==> src/rtl/gpio_port.sv <==
// gpio_port: memory-mapped GPIO with per-pin direction, set/clear/toggle,
// input synchroniser and rise/fall edge interrupts with W1C pending bits.
module gpio_port #(
    parameter logic [15:0] BASE_ADDR   = 16'h0430,
    parameter int          WIDTH       = 16,
    parameter int          SYNC_STAGES = 2
) (
    input  logic             i_clk,
    input  logic             i_rst,
    input  logic             i_we,
    input  logic [15:0]      i_addr,
    input  logic [15:0]      i_data,
    output logic [15:0]      o_data,
    input  logic [WIDTH-1:0] i_gp,
    output logic [WIDTH-1:0] o_gp,
    output logic [WIDTH-1:0] o_oe,
    output logic             o_irq
);

    localparam logic [2:0] R_DATA = 3'd0;
    localparam logic [2:0] R_TOG  = 3'd1;
    localparam logic [2:0] R_SET  = 3'd2;
    localparam logic [2:0] R_CLR  = 3'd3;
    localparam logic [2:0] R_DIR  = 3'd4;
    localparam logic [2:0] R_RISE = 3'd5;
    localparam logic [2:0] R_FALL = 3'd6;
    localparam logic [2:0] R_PEND = 3'd7;

    localparam int CW = $clog2(SYNC_STAGES + 1);
    localparam logic [CW-1:0] CNT_MAX = CW'(SYNC_STAGES);
    localparam logic [CW-1:0] CNT_ONE = CW'(1);

    typedef enum logic {
        COUNT,
        ARMED
    } arm_e;

    logic [15:0]      offset;
    logic             hit;
    logic [2:0]       sel;
    logic [WIDTH-1:0] wdata;
    logic             wr;
    logic             unused_data;

    logic [WIDTH-1:0] sync_q [SYNC_STAGES];
    logic [WIDTH-1:0] sync;
    logic [WIDTH-1:0] prev_q;

    logic [WIDTH-1:0] gp_q, gp_d;
    logic [WIDTH-1:0] oe_q, oe_d;
    logic [WIDTH-1:0] rise_en_q, rise_en_d;
    logic [WIDTH-1:0] fall_en_q, fall_en_d;
    logic [WIDTH-1:0] pend_q, pend_d;
    logic [WIDTH-1:0] clr;
    logic [WIDTH-1:0] edges;
    logic [15:0]      data_q, data_d;
    logic [15:0]      rd_val;
    logic             irq_q;

    arm_e             state_q;
    logic [CW-1:0]    cnt_q;

    // Addresses below the base wrap to a large offset, so one compare
    // on the upper offset bits decodes the whole 8-register window.
    assign offset      = i_addr - BASE_ADDR;
    assign hit         = (offset[15:3] == 13'd0);
    assign sel         = offset[2:0];
    assign wdata       = i_data[WIDTH-1:0];
    assign wr          = i_we & hit;
    assign unused_data = ^i_data;
    assign sync        = sync_q[SYNC_STAGES-1];

    assign o_gp   = gp_q;
    assign o_oe   = oe_q;
    assign o_data = data_q;
    assign o_irq  = irq_q;

    // Input synchroniser chain and previous-sample register.
    always_ff @(posedge i_clk) begin
        if (!i_rst) begin
            for (int i = 0; i < SYNC_STAGES; i++) begin
                sync_q[i] <= '0;
            end
            prev_q <= '0;
        end else begin
            sync_q[0] <= i_gp;
            for (int i = 1; i < SYNC_STAGES; i++) begin
                sync_q[i] <= sync_q[i-1];
            end
            prev_q <= sync;
        end
    end

    // Arm counter: hold off edge detection until the chain has settled.
    always_ff @(posedge i_clk) begin
        if (!i_rst) begin
            state_q <= COUNT;
            cnt_q   <= '0;
        end else begin
            case (state_q)
                COUNT: begin
                    if (cnt_q == CNT_MAX) begin
                        state_q <= ARMED;
                    end else begin
                        cnt_q <= cnt_q + CNT_ONE;
                    end
                end
                ARMED: state_q <= ARMED;
                default: state_q <= COUNT;
            endcase
        end
    end

    // Bus write decode and pending-bit next state.
    always_comb begin
        gp_d      = gp_q;
        oe_d      = oe_q;
        rise_en_d = rise_en_q;
        fall_en_d = fall_en_q;
        clr       = '0;
        if (wr) begin
            case (sel)
                R_DATA:  gp_d      = wdata;
                R_TOG:   gp_d      = gp_q ^ wdata;
                R_SET:   gp_d      = gp_q | wdata;
                R_CLR:   gp_d      = gp_q & ~wdata;
                R_DIR:   oe_d      = wdata;
                R_RISE:  rise_en_d = wdata;
                R_FALL:  fall_en_d = wdata;
                R_PEND:  clr       = wdata;
                default: clr       = '0;
            endcase
        end
        edges = '0;
        if (state_q == ARMED) begin
            edges = (sync & ~prev_q & rise_en_q)
                  | (~sync & prev_q & fall_en_q);
        end
        pend_d = (pend_q & ~clr) | edges;
    end

    // Read mux and registered read data.
    always_comb begin
        rd_val = '0;
        case (sel)
            R_DATA:  rd_val[WIDTH-1:0] = sync;
            R_TOG:   rd_val[WIDTH-1:0] = gp_q;
            R_SET:   rd_val[WIDTH-1:0] = gp_q;
            R_CLR:   rd_val[WIDTH-1:0] = gp_q;
            R_DIR:   rd_val[WIDTH-1:0] = oe_q;
            R_RISE:  rd_val[WIDTH-1:0] = rise_en_q;
            R_FALL:  rd_val[WIDTH-1:0] = fall_en_q;
            R_PEND:  rd_val[WIDTH-1:0] = pend_q;
            default: rd_val = '0;
        endcase
        if (!hit) begin
            data_d = '0;
        end else if (i_we) begin
            data_d = data_q;
        end else begin
            data_d = rd_val;
        end
    end

    // Architectural registers and interrupt output.
    always_ff @(posedge i_clk) begin
        if (!i_rst) begin
            gp_q      <= '0;
            oe_q      <= '0;
            rise_en_q <= '0;
            fall_en_q <= '0;
            pend_q    <= '0;
            data_q    <= '0;
            irq_q     <= 1'b0;
        end else begin
            gp_q      <= gp_d;
            oe_q      <= oe_d;
            rise_en_q <= rise_en_d;
            fall_en_q <= fall_en_d;
            pend_q    <= pend_d;
            data_q    <= data_d;
            irq_q     <= |pend_q;
        end
    end

endmodule

==> config.mk <==
export PLATFORM = sky130hd
export DESIGN_NAME = gpio_port
export DESIGN_NICKNAME = d
export VERILOG_FILES = /design/src/rtl/gpio_port.sv
export SDC_FILE = /design/constraint.sdc
export NUM_CORES = 1
export LEC_CHECK = 0
export BUFFER_PORTS_ARGS = -buffer_cell sky130_fd_sc_hd__buf_2
export CAP_MARGIN = 20
export CORE_MARGIN = 10
export CORE_UTILIZATION = 50
export DETAILED_ROUTE_END_ITERATION = 10
export PLACE_DENSITY = 0.71
export REMOVE_ABC_BUFFERS = 1
export SLEW_MARGIN = 5
export SYNTH_ARGS = -nofsm -noshare
export SYNTH_HDL_FRONTEND = slang
export SYNTH_SLANG_ARGS = --single-unit
==> constraint.sdc <==
create_clock -name i_clk -period 2.1 [get_ports i_clk]
set_clock_uncertainty 0.15 [all_clocks]
set_input_delay 0.105 -clock i_clk [delete_from_list [all_inputs] [get_ports i_clk]]
set_output_delay 0.105 -clock i_clk [all_outputs]
set_load 0.01 [all_outputs]
; After elaboration in Yosys (flattened, before gate mapping)
; Memory sizes are Yosys's and may differ from the RTL's.
; Cells that the tools add are included.
[totals]
reg_bits = 116
ramBits = 32
in_bits = 51
wordCells = 62
n_memories = 1
[op_classes]
add_sub_neg = 2
n_eq_ne = 8
n_mux = 11
bitwise_logic = 19
reduce_logical = 11
[mem_list]
columns = name, depth, word_bits, read_ports, rd_ports_with_merged_regs, wr, line_no
row1 = sync_q, 2, 16, 2, 0, 2, 45  ; logic [WIDTH-1:0] sync_q [SYNC_STAGES];
[op_table]
columns = operator, count
row1 = $and A16 B16 Y16, 6
row2 = $pmux W16 S6, 1
row3 = $mux W16, 5
row4 = $not A16 Y16, 4
row5 = $pmux W16 S4, 1
row6 = $or A16 B16 Y16, 3
row7 = $reduce_or A16 Y1, 1
row8 = $sub A16 B11 Y16 const B, 1
row9 = $xor A16 B16 Y16, 1
row10 = $logic_not A13 Y1, 1
row11 = $eq A3 B3 Y1 const B, 4
row12 = $reduce_and A2 Y1, 6
row13 = $eq A3 B2 Y1 const B, 2
row14 = $reduce_bool A4 Y1, 1
row15 = $eq A3 B1 Y1 const B, 1
row16 = $logic_not A3 Y1, 1
row17 = $mux W1, 3
row18 = $reduce_or A3 Y1, 1
row19 = $add A2 B1 Y2 const B, 1
row20 = $eq A2 B2 Y1 const B, 1
row21 = $not A1 Y1, 2
row22 = $or A1 B1 Y1, 2
row23 = $pmux W1 S2, 1
row24 = $and A1 B1 Y1, 1

; Logic depth before layout (Yosys ltp)
; Gate-level depths: netlist of run 1.
[depth]
word_depth = 7
depth_mapped = 8

; Worst setup path after synthesis of run 1
; Ideal clock, no wire load.
[synth_timing]
kind = input port to flip-flop
from = in i_addr[4]
to = reg pend_q[5]
arrival_time_ns = 1.665
path_slack_ns = 0.153
stages = 7
n_path_buf = 1
cell_sequence = ha_1 > or3b_1 > a211oi_4 > o2111ai_2 > clkbuf_1 > o21ai_0 > a21oi_1
[synth_via]
elab_chain_len = 7
[synth_lines]
columns = element, line_no
row1 = start: declaration, 11  ; input logic [15:0] i_addr,
row2 = $sub A16 B11 Y16, 65  ; assign offset = i_addr - BASE_ADDR;
row3 = $logic_not A13 Y1, 66  ; assign hit = (offset[15:3] == 13'd0);
row4 = $and A1 B1 Y1, 69  ; assign wr = i_we & hit;
row5 = $mux W16, 121  ; if (wr) begin
row6 = $not A16 Y16, 139  ; pend_d = (pend_q & ~clr) | edges;
row7 = $and A16 B16 Y16, 139
row8 = $or A16 B16 Y16, 139
row9 = end signal: assignment, 180  ; pend_q <= pend_d;
row10 = end: declaration, 53  ; logic [WIDTH-1:0] pend_q, pend_d;
; Every way passes these cells.
; A chain may end at the register's enable or synchronous reset.

; Final worst setup path of run 1
[layout_timing]
from = in i_addr[4]
to = reg pend_q[12]
; The elaborated chain is that of the path after synthesis.

==> results.cfg, run 1 <==
[status]
status = finished clean

[setup_path]
r2r_start = o_gp[10]
critical_path_arrival_ns = 1.97
cp-start-kind = primary input
timing.rr.end = o_gp[10]
crit_type = primary input to flop
path_cells = buf_2 -> ha_1 -> or3b_1 -> a211oi_4 -> buf_4 -> o2111ai_2 -> buf_4 -> o21ai_0 -> a21oi_1
r2r_slack_ns = 0.61
critical_path_required_ns = 2.24
r2r.worst_path.cells = 7
slowest_delay_ns = 0.42
worst_path_most_repeated_cell = buf_4
slowest_stage = or3b_1
critPathMaxFanout = 8
cp.buffers_inverters = 3
end_kind = flop
critPathTopFamily = compound AO/OA/AOI/OAI gates
critPathLaunch = i_addr[4]

[place]
place_inst = 1076
numPortBuffers = 99
gp_congestion = 0.8364
hpwl_um = 13910

[yosys]
synth-seq-cells = 148
synth-edff-count = 0
ys_types = 44
yosysSeqAreaShare_pct = 42.98
netlist_area_sq_mm = 0.006894
yosys_warnings = 0
ys.flop_type = dfxtp_1
syn_inst = 814
async_flop_share_pct = 0
syn_area_per_cell_sq_um = 8.469

[finish]
final_common_cell = dfxtp_1
instances_no_fill = 1141
nNetsFinal = 1038
areaGrowthSynthToFinish_pct = 27.26
mostFrequentLayoutCells = dfxtp_1 (148), o21ai_0 (130), buf_2 (98), nand3_1 (64), nand2_1 (58)
drive_gt1_share_pct = 20.31
n_antenna_cell = 0

[min_path]
hold_path.class = primary input to flop
whs_path_depth = 2
hp-start = i_we
holdPathEnd = o_data[8]

[power_and_ir_drop]
ir_worst_vdd_uv = 737.3
power.density_mw_per_mm2 = 783.6
leakagePower_nw = 3.709

[sta]
slew_viol_final = 0
finalCritPeriodShare_pct = 87.28
rsz0062_at_grt = no
tns_ns = 0
setup_viol = 0
hold_viol_final = 0
relSlewSlack_pct = 40.20
min_period_ns = 1.833
clock.fmax_mhz = 545.6
worst_pin_slew_ns = 0.8876

[floorplan]
fp.dieH_um = 137.4
die_w_um = 137.4
die_area_sq_mm = 0.01889
io_pins = 100
num_rows = 42
start_util_pct = 51.45
core_sq_mm = 0.01340

[global_route]
antenna_found_initial = 0
grt_pass1_wl_um = 32350
grt_overflow = 0
grt_max_degree = 48
grt_pass1_vias = 6187
grt_util_all_layers_pct = 21.63

[flow_run]
drv_cap = 0

[detailed_routing]
first_pass_iters = 5
drt-vias-per-instance = 5.645
routedWlPerCell_um = 17.87
num_vias = 6441
drt_iter0_drc = 704
wl_um = 20390
ant_nets = 0
drc = 0

[clock_tree]
cts_buffers = 17
clock_path_buffers = 2
cts_setup_buffers = 0
cts.sinks = 148
insertion_delay_ns = 0.42
cts_tree = yes
htreeDepth = 4
path_clk_slew_ns = 0.06
clock-root-buffer = clkbuf_16
-- area by class of cell --
cell class,instances,area [sq um]
clock buffers,22,474.2
repair buffers,179,1234
multi-input cells,562,3538
flip-flops and latches,148,2963
fillers,1115,4627
clock inverters,9,175.2
well taps,176,220.2
inverters,45,168.9
-- Yosys cell counts, drive strengths merged, types with 13 or more instances --
cell | number | area share, %
dfxtp | 148 | 43
o21ai | 131 | 9.5
nand3 | 64 | 4.6
nand2 | 58 | 3.2
and2 | 50 | 4.5
inv | 44 | 2.4
clkbuf | 38 | 2.1
nor2 | 37 | 2.0
ha | 34 | 6.2
a21oi | 32 | 2.3
buf | 21 | 1.4
nand2b | 16 | 1.5
nand3b | 16 | 1.7
o221ai | 13 | 1.7
-- worst register-to-register path, delay by kind of cell (launching register included) --
kind            cells  cell delay (ns)
compound gates      4             0.50
fa+ha+maj           1             0.18
buf+inv             1             0.07
flops               1             0.43
simple gates        1             0.09
-- worst max path at each step --
stage,cells past startpoint,end
after floorplan,6,o_gp[0]
after global placement,9,pend_q[4]
after detailed placement,9,pend_q[12]
after CTS,9,pend_q[12]
after global routing,9,pend_q[4]
final,9,pend_q[12]
-- kinds of logic after synthesis --
family | after synthesis | synth area share, %
buf+inv | 104 | 5.916
flops | 148 | 42.98
simple gates | 271 | 20.27
fa+ha+maj | 34 | 6.171
mux | 16 | 2.505
compound gates | 239 | 21.91
xor+xnor | 2 | 0.2541
-- through the flow --
step	util, %	hold WS, ns	worst slack (ns)	cell area (sq um)	total power, mW
6_report	65.47	0.03008	0.2671	8773	6.875
5_1_grt	65.47	0.01497	0.1329	8773	7.070
4_1_cts	65.47	0.009705	0.3094	8773	6.893
3_5_place_dp	58.09	0.1645	-0.1293	7784	3.533
3_3_place_gp	58.09	0.1589	-0.06937	7784	3.525
2_1_floorplan	-	0.07671	-0.3555	6655	3.229
-- timing repair --
action / CTS / global route
hold buffers: 34 / 0
hold endpoints to repair: 96 / 0
resized for setup: 0 / 0
-- sequential cells by signal, summed over array words and instances, names as in the netlist --
signal     cells
sync_q        32
fall_en_q     16
o_data        16
o_gp          16
o_oe          16
pend_q        16
prev_q        16
rise_en_q     16
cnt_q          2
o_irq          1
state_q        1
-- metal layers --
metal / wire length, um / part of all wire, % / GRT usage [%]
met5: 0 / 0 / 0
met4: 277 / 1.4 / 6.323
met3: 1472 / 7.2 / 5.390
met2: 9635 / 47 / 35.13
met1: 9005 / 44 / 27.74
-- report_power, final --
part,internal (mW),total [mW],switching [mW]
combinational,0.269,0.643,0.375
clock,2.19,3.33,1.14
sequential,2.87,2.90,0.0313
total,5.33,6.87,1.55
Power figures use the tool's default switching activity.
==> run 2, diff against run 1 <==
--- a/config.mk
+++ b/config.mk
@@ -5,6 +5,7 @@
 export SDC_FILE = /design/constraint.sdc
 export NUM_CORES = 1
 export LEC_CHECK = 0
+export ABC_AREA = 1
 export BUFFER_PORTS_ARGS = -buffer_cell sky130_fd_sc_hd__buf_2
 export CAP_MARGIN = 20
 export CORE_MARGIN = 10
==> run 2 against run 1 <==
Sequential share of layout area is 1.5 points lower. Highest routed layer unchanged. Combinational power is 2% lower. Final area is 4.5% higher. Fmax is 14% higher. Setup slack better by 0.23 ns. Synthesized cell count is 35% higher. Utilization is 2.4 points lower. Hold slack worse by 0.0074 ns. Clock power hardly changed. Non-clock buffer count is 9 lower.
==> results.cfg, run 2 <==
[status]
status = finished clean

[sta]
min_period_ns = 1.607
rsz0062_at_grt = no
worst_pin_slew_ns = 0.6013
setup_viol = 0
hold_viol_final = 0
clock.fmax_mhz = 622.5
finalCritPeriodShare_pct = 76.50
relSlewSlack_pct = 59.87
slew_viol_final = 0

[finish]
instances_no_fill = 1431
largest_reg_flops = 32
areaGrowthSynthToFinish_pct = 23.89
drive_gt1_share_pct = 14.29
mostFrequentLayoutCells = nand2_1 (279), nor2_1 (200), inv_1 (188), dfxtp_1 (148), buf_2 (98)
fin_area_sq_mm = 0.009169
final_common_cell = nand2_1
nNetsFinal = 1319
top_register = sync_q

[clock_tree]
cts_tree = yes
clock_path_buffers = 2
cts.sinks = 148
htreeDepth = 4
post_cts_resize_count = 0
insertion_delay_ns = 0.43
cts_setup_buffers = 0
path_clk_slew_ns = 0.06
clock-root-buffer = clkbuf_16
cts_buffers = 17
cts_hold_buf = 35

[min_path]
holdPathEnd = o_data[6]
hp-start = i_we
whs_path_depth = 3
hold_path.class = primary input to flop

[detailed_routing]
routedWlPerCell_um = 14.61
dr_wl_met2_um = 9734
ant_nets = 0
top_layer = met4
num_vias = 7150
drt_iter0_drc = 716
first_pass_iters = 5
drc = 0
drt-vias-per-instance = 4.997
dr_wl_met3_um = 1530
drt-met1-wl_um = 9296
wl_um = 20910

[yosys]
synth-compound-area-share_pct = 8.673
synthAdderAreaFrac_pct = 5.748
yosysSeqAreaShare_pct = 40.03
synth_top_family_by_area = simple AND/OR/NAND/NOR gates
yosys.area.top_type_share_pct = 40.03
synth_top_area_cell = dfxtp_1
synth_area_leaders = dfxtp_1 (40%), nand2_1 (14%), nor2_1 (10%), inv_1 (9.5%), ha_1 (5.7%)
yosys_warnings = 0
ys_types = 29
syn_inst = 1096
yosysMostFrequentCell = nand2_1
async_flop_share_pct = 0
netlist_area_sq_mm = 0.007401
syn_area_per_cell_sq_um = 6.753
synthSimpleGateAreaFrac_pct = 32.19
synth-seq-cells = 148
synth-edff-count = 0
synth-xor-area-share_pct = 0.1183
synth_top_cells_by_count = nand2_1 (279), nor2_1 (200), inv_1 (188)
ys.flop_type = dfxtp_1
yosys-mux-area-fraction_pct = 0

[floorplan]
io_pins = 100
num_rows = 44
core_sq_mm = 0.01453
fp.dieH_um = 141.7
die_area_sq_mm = 0.02007
start_util_pct = 50.92
die_w_um = 141.7

[place]
dpl_cell_area_sq_mm = 0.008167
place_inst = 1364
numPortBuffers = 99
hpwl_um = 14350
gp_congestion = 0.8577

[setup_path]
r2r_start = o_gp[0]
critical_path_required_ns = 2.31
timing.rr.end = o_gp[0]
r2r.worst_path.cells = 6
critPathLaunch = i_addr[4]
r2r_slack_ns = 0.77
critical_path_arrival_ns = 1.82
end_kind = flop
crit_type = primary input to flop
cp-start-kind = primary input
critPathMaxFanout = 9

[flow_run]
drv_cap = 0

[global_route]
grt_pass1_vias = 6659
grt_overflow = 0
grt_max_degree = 59
grt_pass1_wl_um = 33550
grt_util_all_layers_pct = 20.65
antenna_found_initial = 1

[power_and_ir_drop]
power.density_mw_per_mm2 = 753.3
ir_worst_vdd_uv = 756.4
leakagePower_nw = 4.821
-- run 2: changes by cell type after synthesis, sizes merged, moves of 11 or more --
cell	delta
inv	+145
o21ai	-98
clkbuf	-15
o22ai	+24
and2	-50
nand2b	-16
nor2b	-11
nand3	-50
nor2	+168
o221ai	-13
nand2	+222
nand4	+37
-- run 2: per-layer routing --
layer,track usage [%],vias up
met5,0,-
met4,6.939,0
met3,5.674,34
met2,33.85,241
met1,25.52,3230
li1,-,3645
-- run 2: stage by stage --
step	util (%)	power, mW	hold WS [ns]	setup WS (ns)	setup TNS, ns
4_1_cts	63.07	6.941	0.0009787	0.5144	0
3_5_place_dp	56.19	3.568	0.1391	0.1339	0
2_1_floorplan	-	3.263	0.04845	-0.5408	-9.260
6_report	63.09	6.907	0.02263	0.4935	0
3_3_place_gp	56.19	3.558	0.1348	0.1650	0
5_1_grt	63.09	7.142	0.05239	0.3446	0
-- run 2: worst max-delay path, stage by stage --
cell and delay (ns):
buf_2 0.11, ha_1 0.22, inv_1 0.08, nand3_1 0.08, nand2_1 0.38, buf_4 0.23
nand2_1 0.07, nor2_2 0.11, buf_4 0.19, o21ai_0 0.11, nor2_1 0.13
-- run 2: power breakdown --
| group | internal (mW) | switching [mW] |
|---|---|---|
| combinational | 0.243 | 0.386 |
| sequential | 2.89 | 0.0583 |
| clock | 2.19 | 1.14 |
| total | 5.32 | 1.59 |
-- run 2: area by class of cell --
type | count | area, sq um
clock buffers | 22 | 474.2
well taps | 184 | 230.2
multi-input cells | 708 | 3458
fillers | 1318 | 5365
clock inverters | 9 | 175.2
repair buffers | 170 | 1156
inverters | 189 | 709.4
diodes | 1 | 2.502
flip-flops and latches | 148 | 2963
-- run 2: kinds of logic (layout without fill, tap and decap cells) --
kind of cell	after synthesis	in the layout
simple gates	559	559
fa+ha+maj	34	34
other cells	0	1
compound gates	114	114
buf+inv	240	390
xor+xnor	1	1
flops	148	148
-- run 2: worst max-delay path by stage --
stage                      endpoint  slack (ns)  depth (start not counted)
after CTS                 o_data[3]        0.51                         11
after detailed placement  o_data[8]        0.13                         11
final                     o_data[3]        0.49                         11
after global placement    o_data[9]        0.17                         11
after global routing      o_data[5]        0.34                         12
after floorplan             o_oe[0]       -0.54                          9
